$ cat src/rtl/float_types_pkg.sv
// rtl/float_types_pkg.sv - shared FPU widths, stage-1 beat layout and LZ-width helper
package float_types_pkg;

  localparam int FP_EXP_W  = 8;
  localparam int FP_MANT_W = 23;
  localparam int FP_RAW_W  = FP_MANT_W + 5;
  localparam int FP_NORM_W = FP_MANT_W + 4;

  function automatic int lz_width(input int width);
    return $clog2(width + 1);
  endfunction

  localparam int FP_LZ_W = lz_width(FP_NORM_W);

  // Normalised beat for the default widths: {hidden, frac, G, R, S} in mant
  typedef struct packed {
    logic                        sign;
    logic signed [FP_EXP_W+1:0]  exp;
    logic [FP_NORM_W-1:0]        mant;
    logic                        zero;
  } fp_s1_t;

endpackage

$ cat src/rtl/fp_lzc.sv
// rtl/fp_lzc.sv - combinational leading-zero counter with all-zero flag
module fp_lzc
  import float_types_pkg::*;
#(
  parameter  int WIDTH = FP_NORM_W,
  localparam int CNT_W = lz_width(WIDTH)
) (
  input  logic [WIDTH-1:0] data_i,
  output logic [CNT_W-1:0] count_o,
  output logic             all_zero_o
);

  // Scan upward so the highest set bit is the last one to write the count
  always_comb begin
    count_o = CNT_W'(WIDTH);
    for (int i = 0; i < WIDTH; i++) begin
      if (data_i[i]) begin
        count_o = CNT_W'(WIDTH - 1 - i);
      end
    end
  end

  assign all_zero_o = ~|data_i;

endmodule

$ cat src/rtl/fp_norm_round_stage.sv
// rtl/fp_norm_round_stage.sv - two-stage normalise/round/pack after the FPU mantissa add
// FP_NORM_ROUND_EN selects round-to-nearest-even; otherwise the result is truncated.
module fp_norm_round_stage
  import float_types_pkg::*;
#(
  parameter int EXP_W  = FP_EXP_W,
  parameter int MANT_W = FP_MANT_W,
  parameter int BIAS   = (1 << (EXP_W - 1)) - 1
) (
  input  logic                    clk_i,
  input  logic                    rst_i,
  input  logic                    valid_i,
  output logic                    ready_o,
  input  logic                    sign_i,
  input  logic [EXP_W-1:0]        exp_i,
  input  logic [MANT_W+4:0]       mant_i,
  output logic                    valid_o,
  input  logic                    ready_i,
  output logic [EXP_W+MANT_W:0]   result_o,
  output logic                    zero_o,
  output logic                    overflow_o,
  output logic                    underflow_o
);

  localparam int NORM_W = MANT_W + 4;
  localparam int LZ_W   = lz_width(NORM_W);
  localparam int XW     = EXP_W + 2;
  localparam logic signed [XW-1:0] EXP_MAX = XW'((1 << EXP_W) - 1);

  typedef struct packed {
    logic                 sign;
    logic signed [XW-1:0] exp;
    logic [NORM_W-1:0]    mant;
    logic                 zero;
  } s1_t;

  logic s1_en, s2_en;
  logic s1_valid_q, s1_valid_d, s2_valid_q, s2_valid_d;
  s1_t  s1_q, s1_d;
  logic [EXP_W+MANT_W:0] result_q, result_d;
  logic zero_q, zero_d, ovf_q, ovf_d, unf_q, unf_d;

  logic [LZ_W-1:0]      lz;
  logic                 lz_all_zero;
  logic                 carry_in;
  logic signed [XW-1:0] exp_ext;

  logic [MANT_W-1:0]    frac_r;
  logic signed [XW-1:0] exp_r;

  assign s2_en   = !s2_valid_q || ready_i;
  assign s1_en   = !s1_valid_q || s2_en;
  assign ready_o = s1_en;

  assign carry_in = mant_i[MANT_W+4];
  assign exp_ext  = signed'(XW'(exp_i));

  fp_lzc #(.WIDTH(NORM_W)) u_lzc (
    .data_i     (mant_i[NORM_W-1:0]),
    .count_o    (lz),
    .all_zero_o (lz_all_zero)
  );

  always_comb begin
    s1_valid_d = s1_valid_q;
    s1_d       = s1_q;
    if (s1_en) begin
      s1_valid_d = valid_i;
      if (valid_i) begin
        s1_d.sign = sign_i;
        s1_d.zero = !carry_in && lz_all_zero;
        if (carry_in) begin
          s1_d.mant = {mant_i[MANT_W+4:2], mant_i[1] | mant_i[0]};
          s1_d.exp  = exp_ext + XW'(1);
        end else if (lz_all_zero) begin
          s1_d.mant = '0;
          s1_d.exp  = exp_ext;
        end else begin
          s1_d.mant = mant_i[NORM_W-1:0] << lz;
          s1_d.exp  = exp_ext - XW'(lz);
        end
      end
    end
  end

`ifdef FP_NORM_ROUND_EN
  logic round_up, rnd_carry;
  logic unused_hidden;

  // Hidden bit is always set for a nonzero beat, so a fraction carry-out is the hidden-bit carry
  assign unused_hidden = s1_q.mant[NORM_W-1];
  assign round_up = s1_q.mant[2] && (s1_q.mant[1] || s1_q.mant[0] || s1_q.mant[3]);

  always_comb begin
    {rnd_carry, frac_r} = {1'b0, s1_q.mant[NORM_W-2:3]} + (MANT_W + 1)'(round_up);
    exp_r = s1_q.exp + XW'(rnd_carry);
  end
`else
  logic [3:0] unused_low;

  assign unused_low = {s1_q.mant[NORM_W-1], s1_q.mant[2:0]};

  always_comb begin
    frac_r = s1_q.mant[NORM_W-2:3];
    exp_r  = s1_q.exp;
  end
`endif

  always_comb begin
    s2_valid_d = s2_valid_q;
    result_d   = result_q;
    zero_d     = zero_q;
    ovf_d      = ovf_q;
    unf_d      = unf_q;
    if (s2_en) begin
      s2_valid_d = s1_valid_q;
      if (s1_valid_q) begin
        zero_d = 1'b0;
        ovf_d  = 1'b0;
        unf_d  = 1'b0;
        if (s1_q.zero) begin
          result_d = '0;
          zero_d   = 1'b1;
        end else if (exp_r >= EXP_MAX) begin
          result_d = {s1_q.sign, {EXP_W{1'b1}}, {MANT_W{1'b0}}};
          ovf_d    = 1'b1;
        end else if (exp_r[XW-1] || exp_r == '0) begin
          result_d = {s1_q.sign, {(EXP_W + MANT_W){1'b0}}};
          unf_d    = 1'b1;
        end else begin
          result_d = {s1_q.sign, exp_r[EXP_W-1:0], frac_r};
        end
      end
    end
  end

  always_ff @(posedge clk_i) begin
    if (rst_i) begin
      s1_valid_q <= 1'b0;
      s2_valid_q <= 1'b0;
      s1_q       <= '0;
      result_q   <= '0;
      zero_q     <= 1'b0;
      ovf_q      <= 1'b0;
      unf_q      <= 1'b0;
    end else begin
      s1_valid_q <= s1_valid_d;
      s2_valid_q <= s2_valid_d;
      s1_q       <= s1_d;
      result_q   <= result_d;
      zero_q     <= zero_d;
      ovf_q      <= ovf_d;
      unf_q      <= unf_d;
    end
  end

  assign valid_o     = s2_valid_q;
  assign result_o    = result_q;
  assign zero_o      = zero_q;
  assign overflow_o  = ovf_q;
  assign underflow_o = unf_q;

  a_flags_onehot: assert property (@(posedge clk_i) disable iff (rst_i)
    valid_o |-> $onehot0({zero_o, overflow_o, underflow_o}));

  a_finite_range: assert property (@(posedge clk_i) disable iff (rst_i)
    (valid_o && !zero_o && !overflow_o && !underflow_o)
      |-> (int'(result_o[EXP_W+MANT_W-1:MANT_W]) - BIAS <= BIAS));

endmodule

$ cat config.mk
export PLATFORM = sky130hd
export DESIGN_NAME = fp_norm_round_stage
export DESIGN_NICKNAME = d
export VERILOG_FILES = /design/src/rtl/float_types_pkg.sv /design/src/rtl/fp_lzc.sv /design/src/rtl/fp_norm_round_stage.sv
export SDC_FILE = /design/constraint.sdc
export NUM_CORES = 1
export LEC_CHECK = 0
export CORE_MARGIN = 5
export CORE_UTILIZATION = 47
export CTS_CLUSTER_DIAMETER = 80
export DETAILED_ROUTE_END_ITERATION = 12
export PLACE_DENSITY = 0.75
export SLEW_MARGIN = 15
export SYNTH_ARGS = -nofsm -noshare
export SYNTH_HDL_FRONTEND = slang
export SYNTH_SLANG_ARGS = --single-unit
$ cat constraint.sdc
create_clock -name clk_i -period 10.4 [get_ports clk_i]
set_input_delay 1.56 -clock clk_i [delete_from_list [all_inputs] [get_ports clk_i]]
set_output_delay 1.56 -clock clk_i [all_outputs]
set_load 0.005 [all_outputs]
==> parameters.txt, run 1 <==
Parameter                              Value

Global route
  Total routing resource utilization after global routing    about a quarter
  Global route total overflow    0
  Vias in the first global route    ~4,500
  Global-route wire length before repair    24,000 µm
  Antenna violations before repair    0
  Pin count of the biggest net entering global routing    76

Placement
  Post-place instance area    5590 µm²
  Count of port buffers added during placement    77
  Final GP Congestion    1.01
  Detail Placement HPWL    11,100 µm
  Cell total after placement    794

Synth
  Yosys warnings    0
  Share of flip-flops with an asynchronous set or reset after synthesis    0%
  Fraction of the mapped netlist area in adder cells    1.98%
  Synthesized-area fraction occupied by and/or/nand/nor cells    22.2%
  Synthesized-area fraction occupied by ao, oa, aoi and oai cells    29.3%
  Number of nets produced by synthesis    668
  Most used flip-flop cell after synthesis    dfxtp_1
  Dominant combinational cell family by area after synthesis    compound AO/OA/AOI/OAI gates
  Xor and xnor fraction of the mapped netlist area    less than 1%
  Register bit total from synthesis    72
  Number of instances in the synthesized netlist    between 600 and 700
  Mean instance size in the synthesized netlist    7.75 µm²
  Seq/Total Area, Yosys    ~30%
  Fraction of synthesized area in multiplexers    10.0%
  Synthesized cell area    a little under 5000 µm²
  Number of distinct library cells after synthesis    78
  Number of flops mapped to enable cells by yosys    0

Power and ir drop
  Switching portion of total power    between 30 and 40%
  Static power due to leakage    2.16 nW
  Fraction of power consumed by sequential logic    44.6%
  Power dissipated by switching net loads    0.217 mW
  Clk network pwr share    28.6%
  Logic gate share of total power    26.8%
  VDD IR-drop max    approximately 0.000058 V
  Internal cell power    0.458 mW
  Total power divided by cell area    117 nW/µm²

Clock network
  Number of buffers created by CTS    9
  # clock sinks    72
  Buffers inserted by post-CTS timing repair    0
  Largest buffer count on any clock path    2
  CTS H-Tree Depth    3
  Clock-pin slew reported for the worst setup and hold paths after clock tree synthesis    0.08 ns
  Post-cts resize count    0
  Root buffer cell    clkbuf_8
  Clock latency on the worst-skew pair    about 0.35 ns
  Number of hold buffers added after CTS    0
  CTS tree    yes

Min path
  Destination of the worst hold path    s1_q[38]
  Worst hold path class    flop to flop
  Number of cells on the worst hold path    2
  Worst hold start    s1_q[38]

STA
  Final cycle utilization of the critical path    between 50 and 60%
  Setup_tns    0 ns
  Number of failing hold endpoints at the final stage    0
  Pins Over Slew Limit    0
  Tmin final    5.77 ns
  Fmax    173 MHz
  Remaining max-slew budget at the tightest pin    24.2%
  Clock skew    0.00866 ns
  Setup repair after global routing missed its margin    false
  Setup violation total in the final timing report    0
  Actual slew at the worst max-slew pin    between 1 and 1.5 ns

Setup path
  Startpoint of the worst register-to-register path    valid_o
  Start-to-end type of the worst setup path    input pin to flop
  R2R setup slack    7.95 ns
  Worst Setup Start Kind    input pin
  Critical-path maximum fanout    15
  Depth of the most critical reg-to-reg path    9
  Endpoint of the worst register-to-register path    frac_r[15]
  Endpoint required time on the critical path    10.67 ns
  Crit path capture type    flop
  Arrival time worst endpoint    just over 6 ns

Drt
  Average via count per standard cell    ~5.9
  Vias    4,796
  Post-detailed-route DRC marker count    0
  Violation count after the first detailed-route iteration    426
  First-pass DRT Iterations    5
  Drt wl/cell    approximately 18 µm
  Number of routed nets with antenna violations    0
  Wire length after detailed routing    roughly 15,000 µm

Finish
  Highest-count cells in the layout ignoring fill and taps    nor2_1, clkdlybuf4s50_1, dfxtp_1, nand2_1, a21oi_1
  Fillers    around 950
  Fraction of final layout cells sized beyond drive strength 1    about 8.2%
  Storage cell area    approximately 1400 µm²
  Final Instance Area    approximately 5800 µm²
  Final cell utilization of the core    56.8%
  Post-layout nets    717
  Multi-input gate area in the final layout    3080 µm²
  Most common cell after layout, fill and taps aside    nor2_1
  Final cell count without fillers    810
  Area overhead of the layout relative to synthesis    19.9%
  Count of antenna diodes in the layout    0

Floorplan
  Overall die width    about 110 µm
  Die footprint    approximately 12,000 µm²
  Floorplan row count    37
  Starting density of the core    47.4%
  Core region area    10,100 µm²
  Die boundary height    111 µm
  Number of I/O pins    78

Flow run
  Max-capacitance violation count    0

Status
  Status    finished clean
==> metal layers <==
layer | vias up | track usage [%] | part of all wire [%]
li1 | 2380 | - | -
met1 | 2215 | 33.7 | 49
met2 | 183 | 35.4 | 43
met3 | 18 | 4.37 | 6.0
met4 | 0 | 7.87 | 2.0
met5 | - | 0 | 0
==> metrics by stage <==
stage               hold WS, ns  setup slack, ns  total power, mW
detailed placement        0.445             4.34            0.485
global route              0.481             4.24            0.710
global placement          0.438             4.40            0.483
finish                    0.461             4.63            0.675
floorplan                 0.432             5.63            0.421
CTS                       0.456             4.71            0.678
==> cell families (layout without fill, tap and decap cells) <==
group | Yosys count | in the layout
flip-flops | 72 | 72
multiplexers | 45 | 45
AO/OA/AOI/OAI | 195 | 195
adder cells (fa/ha/maj) | 7 | 7
XOR/XNOR | 4 | 4
AND/OR/NAND/NOR | 231 | 231
buffers and inverters | 66 | 120
==> critical path, cell delays in order <==
cell	delay (ns)
clkdlybuf4s50_1	0.55
nor4_1	0.49
nand2_1	0.20
a31oi_1	0.86
inv_1	0.60
ha_1	0.51
a21oi_1	0.22
nor2b_1	0.07
or4b_1	0.49
o21ai_1	0.11
xor2_1	0.16
nand2_1	0.07
a21oi_1	0.16
==> sequential cells by signal, indices dropped and copies added (netlist names) <==
signal,count
frac_r,23
s1_valid_q,1
exp_r,10
valid_o,1
zero_o,1
overflow_o,1
result_o,32
s1_q,2
underflow_o,1
==> worst max-delay path by stage <==
| stage | startpoint | endpoint | slack [ns] |
|---|---|---|---|
| global route | mant_i[23] | exp_r[6] | 4.24 |
| global placement | mant_i[10] | exp_r[6] | 4.40 |
| floorplan | mant_i[22] | exp_r[6] | 5.63 |
| CTS | mant_i[23] | exp_r[6] | 4.71 |
| finish | mant_i[23] | exp_r[6] | 4.63 |
| detailed placement | mant_i[23] | exp_r[6] | 4.34 |
==> synth_stat cells, types with 7 or more instances <==
library cell  number  area (µm²)
mux2i_1           33         330
a21oi_1           49         245
nor4_1            11        68.8
buf_2              9        45.0
a22oi_1           25         188
inv_1             17        63.8
o21ai_0           17        85.1
nor3_1            18        90.1
mux2_2             8        90.1
nand2_1           71         267
dfxtp_1           72        1440
a21o_1             7        52.6
clkbuf_1          31         116
nor2_1            81         304
a211oi_1          10        75.1
nand3_1           11        55.1
nand2b_1           7        43.8
a31oi_1           14        87.6
o211ai_1           9        67.6
==> power groups by stage <==
stage          Clock, mW  Combinational [mW]  Sequential, mW
2_1_floorplan          0               0.117           0.305
3_3_place_gp           0               0.177           0.307
3_5_place_dp           0               0.178           0.307
4_1_cts            0.199               0.178           0.301
5_1_grt            0.210               0.197           0.303
6_report           0.193               0.181           0.301
==> layout make-up <==
type	count	share of cell area, %
Clock buffer	10	2.39
Tap cell	136	2.95
Inverter	20	1.30
Sequential cell	72	25.0
Clock inverter	6	0.608
Multi-Input combinational cell	482	53.5
Timing Repair Buffer	84	14.2
No activity file was read; power rests on OpenSTA's default activity.
==> run 2: changes to the inputs <==
PLACE_DENSITY = 0.77   (was 0.75)
clock period = 5.1 ns   (was 10.4 ns; I/O delays follow)
==> parameters.txt, run 2 (synthesis results as in run 1) <==
Parameter                              Value

Status
  Status    finished clean

Placement
  Cell total after placement    800
  Count of port buffers added during placement    a little under 80
  Final GP Congestion    roughly 0.94
  Detail Placement HPWL    roughly 11,000 µm

Min path
  Worst hold path class    flop to flop
  Destination of the worst hold path    s1_q[38]
  Number of cells on the worst hold path    2
  Worst hold start    s1_q[38]

Global route
  Antenna violations before repair    0
  Global-route wire length before repair    24,000 µm
  Global route total overflow    0
  Vias in the first global route    roughly 4,500
  Total routing resource utilization after global routing    23.3%
  Pin count of the biggest net entering global routing    57

Drt
  Number of routed nets with antenna violations    0
  Average via count per standard cell    approximately 6.0
  Vias    ~5,000
  First-pass DRT Iterations    5
  Violation count after the first detailed-route iteration    491
  Post-detailed-route DRC marker count    0
  Wire length after detailed routing    14,800 µm
  Drt wl/cell    18.1 µm

STA
  Actual slew at the worst max-slew pin    ~0.86 ns
  Remaining max-slew budget at the tightest pin    around 42%
  Fmax    approximately 240 MHz
  Clock skew    0.00618 ns
  Setup violation total in the final timing report    0
  Number of failing hold endpoints at the final stage    0
  Tmin final    4.23 ns
  Final cycle utilization of the critical path    a little over 80%
  Setup_tns    0 ns
  Pins Over Slew Limit    0
  Setup repair after global routing missed its margin    false

Floorplan
  Overall die width    between 100 and 150 µm
  Die boundary height    between 100 and 150 µm
  Core region area    10,100 µm²
  Die footprint    12,300 µm²
  Floorplan row count    37
  Starting density of the core    47.4%
  Number of I/O pins    78

Clock network
  Number of buffers created by CTS    9
  CTS tree    yes
  Post-cts resize count    0
  CTS H-Tree Depth    3
  Number of hold buffers added after CTS    0
  # clock sinks    72
  Clock-pin slew reported for the worst setup and hold paths after clock tree synthesis    0.07 ns
  Root buffer cell    clkbuf_8
  Buffers inserted by post-CTS timing repair    0
  Clock latency on the worst-skew pair    roughly 0.34 ns
  Largest buffer count on any clock path    2

Finish
  Count of antenna diodes in the layout    0
  Storage cell area    1440 µm²
  Area overhead of the layout relative to synthesis    21.3%
  Fillers    around 950
  Most common cell after layout, fill and taps aside    nor2_1
  Multi-input gate area in the final layout    just over 3000 µm²
  Number of flip-flops under the largest register name    32
  Highest-count cells in the layout ignoring fill and taps    nor2_1, clkdlybuf4s50_1, dfxtp_1, nand2_1, a21oi_1
  Final cell count without fillers    816
  Fraction of final layout cells sized beyond drive strength 1    slightly below 9%
  Post-layout nets    723

Setup path
  Endpoint of the worst register-to-register path    frac_r[13]
  Start-to-end type of the worst setup path    input pin to flop
  Depth of the most critical reg-to-reg path    7
  Critical-path maximum fanout    7
  Endpoint required time on the critical path    5.36 ns
  Worst Setup Start Kind    input pin
  Startpoint of the worst register-to-register path    valid_o
  Arrival time worst endpoint    4.49 ns
  Crit path capture type    flop
  R2R setup slack    2.87 ns

Power and ir drop
  VDD IR-drop max    approximately 0.00016 V
  Total power divided by cell area    245 nW/µm²
  Static power due to leakage    between 2 and 2.5 nW

Flow run
  Max-capacitance violation count    0
run 2: power breakdown:
| part | internal (mW) | total, mW | switching, mW |
|---|---|---|---|
| Combinational | 0.156 | 0.372 | 0.216 |
| Sequential | 0.594 | 0.614 | 0.0202 |
| Clock | 0.251 | 0.445 | 0.194 |
run 2: area by class of cell:
cell class / count / share of cell area [%]
clock inverters: 3 / 0.687
multi-input cells: 482 / 52.9
flip-flops and latches: 72 / 24.7
repair buffers: 90 / 14.8
inverters: 20 / 1.29
well taps: 136 / 2.92
clock buffers: 13 / 2.72
run 2: worst max path at each step:
stage	startpoint	to	slack [ns]	cells after the start
detailed placement	mant_i[24]	exp_r[8]	0.54	16
global route	mant_i[24]	exp_r[8]	0.51	16
global placement	mant_i[24]	exp_r[6]	0.68	17
finish	mant_i[24]	exp_r[8]	0.87	16
floorplan	mant_i[22]	exp_r[6]	1.13	20
CTS	mant_i[24]	exp_r[8]	0.90	16
run 2: routing by layer:
metal	wire, µm	track usage (%)	vias to the layer above
met3	908	4.09	21
met4	238	6.16	0
met2	6550	35.2	192
met1	7080	34.2	2315
met5	0	0	-
li1	-	-	2400
run 2: stage by stage:
step / power (mW) / instance area [µm²] / hold slack (ns) / util [%] / worst slack, ns
after floorplan: 0.859 / 4810 / 0.432 / - / 1.13
after global placement: 0.987 / 5630 / 0.437 / 55.6 / 0.676
after detailed placement: 0.990 / 5630 / 0.444 / 55.6 / 0.540
after CTS: 1.43 / 5830 / 0.454 / 57.5 / 0.900
after global routing: 1.50 / 5830 / 0.474 / 57.5 / 0.512
final: 1.43 / 5830 / 0.455 / 57.5 / 0.871
run 2: critical path: stages:
cell and delay [ns]:
clkdlybuf4s50_1 0.52, nor2b_2 0.23, nor3_1 0.39, nand3_1 0.33
o21ai_4 0.22, ha_1 0.16, inv_1 0.06, fa_1 0.40
nand2_1 0.09, nand2_1 0.05, a21oi_1 0.21, nor2b_1 0.07
or4b_1 0.49, nor3_1 0.25, a311oi_1 0.09, nor3_1 0.17
